[src/rtl/escalonador_quantum.sv]
// escalonador_quantum - round-robin preemptive scheduler.
// Counts retired user instructions per time quantum and sequences the context
// switch: save request -> PC capture -> next-ready pick -> PC restore.
//
// Ports
//   clock, reset        system clock, synchronous active-high reset
//   enable              scheduler active (OS level)
//   instr_retire        one-cycle pulse per retired user instruction
//   halt_prog           running program executed halt
//   ready_we/ready_data OS write of the ready mask (bit i = program i runnable)
//   quantum_we/_data    OS write of the quantum (0 is stored as 1)
//   pc_atual            PC of the running program, captured on save_ack
//   save_ack            register save finished
//   prog_atual          running program id
//   preempt_req         context switch in progress
//   save_req            request register save for prog_atual
//   pc_next, pc_load    PC to force-load and its one-cycle strobe
//   all_done            no program ready; sticky until enable is low
//
// state   | meaning
// --------+-----------------------------------------------------------
// IDLE    | scheduler parked (disabled, or nothing left to run)
// RUN     | program prog_atual running, quantum counter active
// SAVE    | waiting for save_ack; PC of prog_atual captured on ack
// PICK    | choose next ready program after prog_atual (self last)
// RESTORE | pc_load strobe with the new prog_atual / pc_next
module escalonador_quantum #(
    parameter int NUM_PROCS = 8,
    parameter int QUANTUM   = 32,
    parameter int CNT_W     = 16,
    localparam int PID_W    = $clog2(NUM_PROCS)
) (
    input  logic                 clock,
    input  logic                 reset,
    input  logic                 enable,
    input  logic                 instr_retire,
    input  logic                 halt_prog,
    input  logic                 ready_we,
    input  logic [NUM_PROCS-1:0] ready_data,
    input  logic                 quantum_we,
    input  logic [CNT_W-1:0]     quantum_data,
    input  logic [31:0]          pc_atual,
    input  logic                 save_ack,
    output logic [PID_W-1:0]     prog_atual,
    output logic                 preempt_req,
    output logic                 save_req,
    output logic [31:0]          pc_next,
    output logic                 pc_load,
    output logic                 all_done
);

    typedef enum logic [2:0] {
        ST_IDLE,
        ST_RUN,
        ST_SAVE,
        ST_PICK,
        ST_RESTORE
    } state_t;

    state_t               state, state_nxt;
    logic [NUM_PROCS-1:0] mask, mask_nxt;
    logic [CNT_W-1:0]     quantum;
    logic [CNT_W-1:0]     counter;
    logic [CNT_W:0]       cnt_inc;
    logic                 retire_hit;
    logic                 halt_flag;
    logic [31:0]          pc_table [NUM_PROCS];
    logic [PID_W-1:0]     scan_pid;
    logic [PID_W-1:0]     pick_pid;
    logic                 pick_found;

    // Compare with >= so a quantum lowered below the running count still
    // ends the slice on the next retire instead of waiting for wrap-around.
    assign cnt_inc    = {1'b0, counter} + {{CNT_W{1'b0}}, 1'b1};
    assign retire_hit = instr_retire && (cnt_inc >= {1'b0, quantum});

    // Rotating scan starting just after prog_atual; prog_atual itself is the
    // last candidate (k == NUM_PROCS wraps back to it).
    always_comb begin
        pick_found = 1'b0;
        pick_pid   = prog_atual;
        scan_pid   = prog_atual;
        for (int k = 1; k <= NUM_PROCS; k++) begin
            scan_pid = prog_atual + PID_W'(k);
            if (!pick_found && mask[scan_pid]) begin
                pick_found = 1'b1;
                pick_pid   = scan_pid;
            end
        end
    end

    // OS write lands first, a halt clear on the same cycle overrides its bit.
    always_comb begin
        mask_nxt = ready_we ? ready_data : mask;
        if (state == ST_SAVE && save_ack && halt_flag)
            mask_nxt[prog_atual] = 1'b0;
    end

    always_ff @(posedge clock) begin
        if (reset) state <= ST_IDLE;
        else       state <= state_nxt;
    end

    always_comb begin
        state_nxt   = state;
        preempt_req = 1'b0;
        save_req    = 1'b0;
        pc_load     = 1'b0;
        case (state)
            ST_IDLE: begin
                if (enable && !all_done) state_nxt = ST_RUN;
            end
            ST_RUN: begin
                if (!enable)                       state_nxt = ST_IDLE;
                else if (halt_prog || retire_hit)  state_nxt = ST_SAVE;
            end
            ST_SAVE: begin
                preempt_req = 1'b1;
                save_req    = 1'b1;
                if (save_ack) state_nxt = ST_PICK;
            end
            ST_PICK: begin
                preempt_req = 1'b1;
                state_nxt   = pick_found ? ST_RESTORE : ST_IDLE;
            end
            ST_RESTORE: begin
                preempt_req = 1'b1;
                pc_load     = 1'b1;
                state_nxt   = ST_RUN;
            end
            default: state_nxt = ST_IDLE;
        endcase
    end

    always_ff @(posedge clock) begin
        if (reset) begin
            mask       <= NUM_PROCS'(1);
            quantum    <= CNT_W'(QUANTUM);
            counter    <= '0;
            prog_atual <= '0;
            pc_next    <= '0;
            halt_flag  <= 1'b0;
            all_done   <= 1'b0;
            for (int i = 0; i < NUM_PROCS; i++) pc_table[i] <= '0;
        end else begin
            mask <= mask_nxt;
            if (quantum_we)
                quantum <= (quantum_data == '0) ? CNT_W'(1) : quantum_data;
            if (!enable)
                all_done <= 1'b0;
            case (state)
                ST_IDLE: counter <= '0;
                ST_RUN: begin
                    if (state_nxt == ST_SAVE) halt_flag <= halt_prog;
                    else if (instr_retire)    counter   <= counter + 1'b1;
                end
                ST_SAVE: begin
                    if (save_ack) pc_table[prog_atual] <= pc_atual;
                end
                // prog_atual/pc_next move here so they are stable during the
                // RESTORE cycle that carries pc_load.
                ST_PICK: begin
                    if (pick_found) begin
                        prog_atual <= pick_pid;
                        pc_next    <= pc_table[pick_pid];
                    end else begin
                        all_done   <= 1'b1;
                    end
                end
                ST_RESTORE: counter <= '0;
                default: ;
            endcase
        end
    end

endmodule

[config.mk]
export PLATFORM = sky130hd
export DESIGN_NAME = escalonador_quantum
export DESIGN_NICKNAME = d
export VERILOG_FILES = /design/src/rtl/escalonador_quantum.sv
export SDC_FILE = /design/constraint.sdc
export NUM_CORES = 1
export LEC_CHECK = 0
export ABC_AREA = 0
export CAP_MARGIN = 20
export CORE_ASPECT_RATIO = 0.8
export CORE_UTILIZATION = 33
export DETAILED_ROUTE_END_ITERATION = 10
export HOLD_SLACK_MARGIN = 0.12
export PLACE_DENSITY = 0.57
export SYNTH_ARGS = -nofsm -noshare
export SYNTH_HDL_FRONTEND = slang
export SYNTH_SLANG_ARGS = --single-unit
[constraint.sdc]
create_clock -name clock -period 6.15 [get_ports clock]
set_input_delay 0.9225 -clock clock [delete_from_list [all_inputs] [get_ports clock]]
set_output_delay 0.9225 -clock clock [all_outputs]
set_load 0.01 [all_outputs]
==> impl_metrics.py <==
metrics = {
    "floorplanning": {
        "design.die.area_sq_mm": 0.04956,
        "core_sq_mm": 0.04753,
        "die_w_um": 248.7,
        "fp.dieH_um": 199.3,
        "io-pin-count": 103,
        "initial_utilization": 0.3379,
        "num_rows": 71,
    },
    "sta": {
        "hold-worst-slack_ns": 0.4865,
        "maxSlewViolCount": 0,
        "finalHoldViolCount": 0,
        "fin_crit_ns": 5.001,
        "timing.final.crit_share": 0.8131,
        "setup_tns_ns": 0,
        "layout_setup_ws_ns": 1.149,
        "grt_setup_unrepaired": "false",
        "worst_pin_slew_ns": 1.037,
        "timing.slew.headroom": 0.3077,
        "final.setup_skew_ns": 0.02439,
        "setup_viol": 0,
        "max_freq_mhz": 200.0,
    },
    "place": {
        "post-place-ws_ns": 1.101,
        "io_buffers": 102,
        "gp_congestion": 0.8710,
        "dp_cells": 1876,
        "postPlaceCellArea_sq_mm": 0.01768,
        "place_hpwl_um": 24480,
    },
    "synthesis": {
        "synthCells": 1233,
        "synth_edf_count": 256,
        "syn_nets": 1320,
        "ys_seq_elements": 336,
        "yosys.area.top_type": "edfxtp_1",
        "async_flop_share": 0,
        "syn_area_per_cell_sq_um": 13.03,
        "synth_top_area_frac": 0.4786,
        "synth-main-ff-cell": "edfxtp_1",
        "synth_warnings": 0,
        "synthDistinctLibCells": 68,
        "synth_area_leaders": "edfxtp_1 48%, mux4_2 11%, and3_1 10%, dfxtp_1 10%, clkbuf_1 1.9%",
        "seq_area_frac_synth": 0.5783,
        "synthesis.area_sq_mm": 0.01606,
    },
    "layout": {
        "final_util": 0.3969,
        "layout.cells.non_filler": 1945,
        "fillers": 4419,
        "layout-drive-gt1-share": 0.1397,
        "final_nets": 1383,
        "syn2layout_area_growth_pct": 17.45,
        "layout_common_cells": "260 x and3_1, 256 x edfxtp_1, 101 x clkdlybuf4s50_1",
        "layout_commonest_cell": "and3_1",
        "finalInstanceArea_sq_mm": 0.01886,
    },
    "global_route": {
        "grt_use_total": 0.1725,
        "grt_pass1_wl_um": 65650,
        "grt_pass1_vias": 10670,
        "grt_max_degree": 76,
        "globalRoute.totalOverflow": 0,
        "antenna_found_initial": 1,
    },
    "power": {
        "power_density_mw_per_mm2": 281.8,
        "vdd_ir_drop_max_uv": 150.3,
        "p_total_mw": 5.316,
        "p_leak_nw": 7.672,
    },
    "detailed_routing": {
        "drtAntennaViolNets": 0,
        "drt_iter0_drc": 857,
        "vias": 10460,
        "drtPass1Iterations": 5,
        "drc_errors": 0,
        "drt_wl_total_um": 42640,
        "routed_via_density": 5.377,
        "wl_per_cell_um": 21.92,
    },
    "critical_path": {
        "endpoint_kind": "flip-flop",
        "crit_end": "pc_next[25]",
        "crit_fanout": 14,
        "reg2reg_from": "prog_atual[1]",
        "required_ns": 6.54,
        "r2r_end": "pc_next[25]",
        "rr_worst_depth": 12,
        "crit_arrival_ns": 5.39,
        "reg2reg_slack_ns": 1.15,
        "start_kind": "flip-flop",
        "critical_path_class": "reg2reg",
        "startpoint": "prog_atual[1]",
    },
    "cts": {
        "numCtsBuffers": 37,
        "clockBufferDepth": 3,
        "cts_resized": 0,
        "cts.sinks": 336,
        "cts-root-buf": "clkbuf_16",
        "clk_pin_slew_ns": 0.06,
        "cts_htree_levels": 2,
        "cts_hold_buf": 0,
        "cts_setup_buffers": 0,
        "clock_latency_ns": 0.54,
        "cts_tree": "built",
    },
    "flow_run": {
        "max_cap_violations": 0,
    },
    "outcome": {
        "status": "finished clean",
    },
    "worst_hold_path": {
        "hold_class": "reg2reg",
    },
}
==> logic make-up after synthesis <==
logic type | share of synthesized area
flops | 0.5783
xor+xnor | 0.01098
mux | 0.1257
fa+ha+maj | 0.01792
simple gates | 0.1609
compound gates | 0.06723
buf+inv | 0.03887
==> sequential cells by signal, summed over array words and instances (netlist names) <==
signal      flops
halt_flag       1
prog_atual      3
pc_next        32
quantum        16
all_done        1
state           3
counter        16
mask            8
pc_table      256
==> worst max-delay path, cell delays in order, from the launching register on <==
cell	delay, ns
dfxtp_1	0.70
inv_1	0.25
ha_1	0.69
mux4_2	0.56
mux2i_1	0.26
o22ai_1	0.18
a311oi_1	0.34
a21oi_2	0.12
xnor2_4	0.60
buf_4	0.37
mux4_2	0.53
o22ai_1	0.19
nor3_2	0.06
==> synthesized netlist by cell type (3+ instances only) <==
| master | count |
|---|---|
| and3_1 | 260 |
| edfxtp_1 | 256 |
| clkbuf_1 | 81 |
| dfxtp_1 | 80 |
| nor2_1 | 78 |
| mux4_2 | 76 |
| o21ai_0 | 39 |
| o22ai_1 | 34 |
| inv_1 | 30 |
| a21oi_1 | 29 |
| nand2_1 | 25 |
| mux2i_1 | 24 |
| ha_1 | 23 |
| nand3_1 | 15 |
| a211oi_1 | 11 |
| a21o_1 | 11 |
| nor3_1 | 11 |
| nand4b_1 | 9 |
| nor3_2 | 9 |
| xnor2_1 | 9 |
| buf_2 | 8 |
| buf_4 | 8 |
| nor2b_1 | 8 |
| o21a_1 | 8 |
| xor2_1 | 8 |
| nand2b_1 | 7 |
| and2_1 | 6 |
| a21boi_0 | 5 |
| buf_6 | 5 |
| nor4_1 | 5 |
| a2111oi_0 | 4 |
| nand4_1 | 4 |
| buf_1 | 3 |
| mux2i_4 | 3 |
==> routing by layer <==
metal / vias up / GRT usage / wire length, um
met5: - / 0 / 17
met4: 2 / 0.03658 / 635
li1: 4878 / - / -
met2: 255 / 0.2892 / 20410
met1: 5277 / 0.2362 / 19700
met3: 46 / 0.02761 / 1883
==> cell type report <==
type / instances / area, sq um / area share
repair buffers: 131 / 1296 / 0.06871
diodes: 1 / 2.502 / 0.0001327
flip-flops and latches: 336 / 9289 / 0.4924
multi-input cells: 758 / 6202 / 0.3288
well taps: 620 / 775.7 / 0.04112
clock buffers: 55 / 1066 / 0.05651
inverters: 32 / 122.6 / 0.006500
clock inverters: 12 / 110.1 / 0.005837
==> report_power, final <==
| part | internal [mW] | switching (mW) | leakage, nW |
|---|---|---|---|
| clock | 1.29 | 0.905 | 0.572 |
| combinational | 0.286 | 0.300 | 3.81 |
| sequential | 2.51 | 0.0328 | 3.29 |
==> worst min path at each step <==
stage | start | end | slack, ns | cells after the start
2_1_floorplan | halt_flag | halt_flag | 0.45 | 2
3_3_place_gp | halt_flag | halt_flag | 0.47 | 2
6_report | halt_flag | halt_flag | 0.49 | 2
3_5_place_dp | halt_flag | halt_flag | 0.48 | 2
4_1_cts | halt_flag | halt_flag | 0.49 | 2
5_1_grt | halt_flag | halt_flag | 0.50 | 2
No activity file was read; power rests on OpenSTA's default activity.
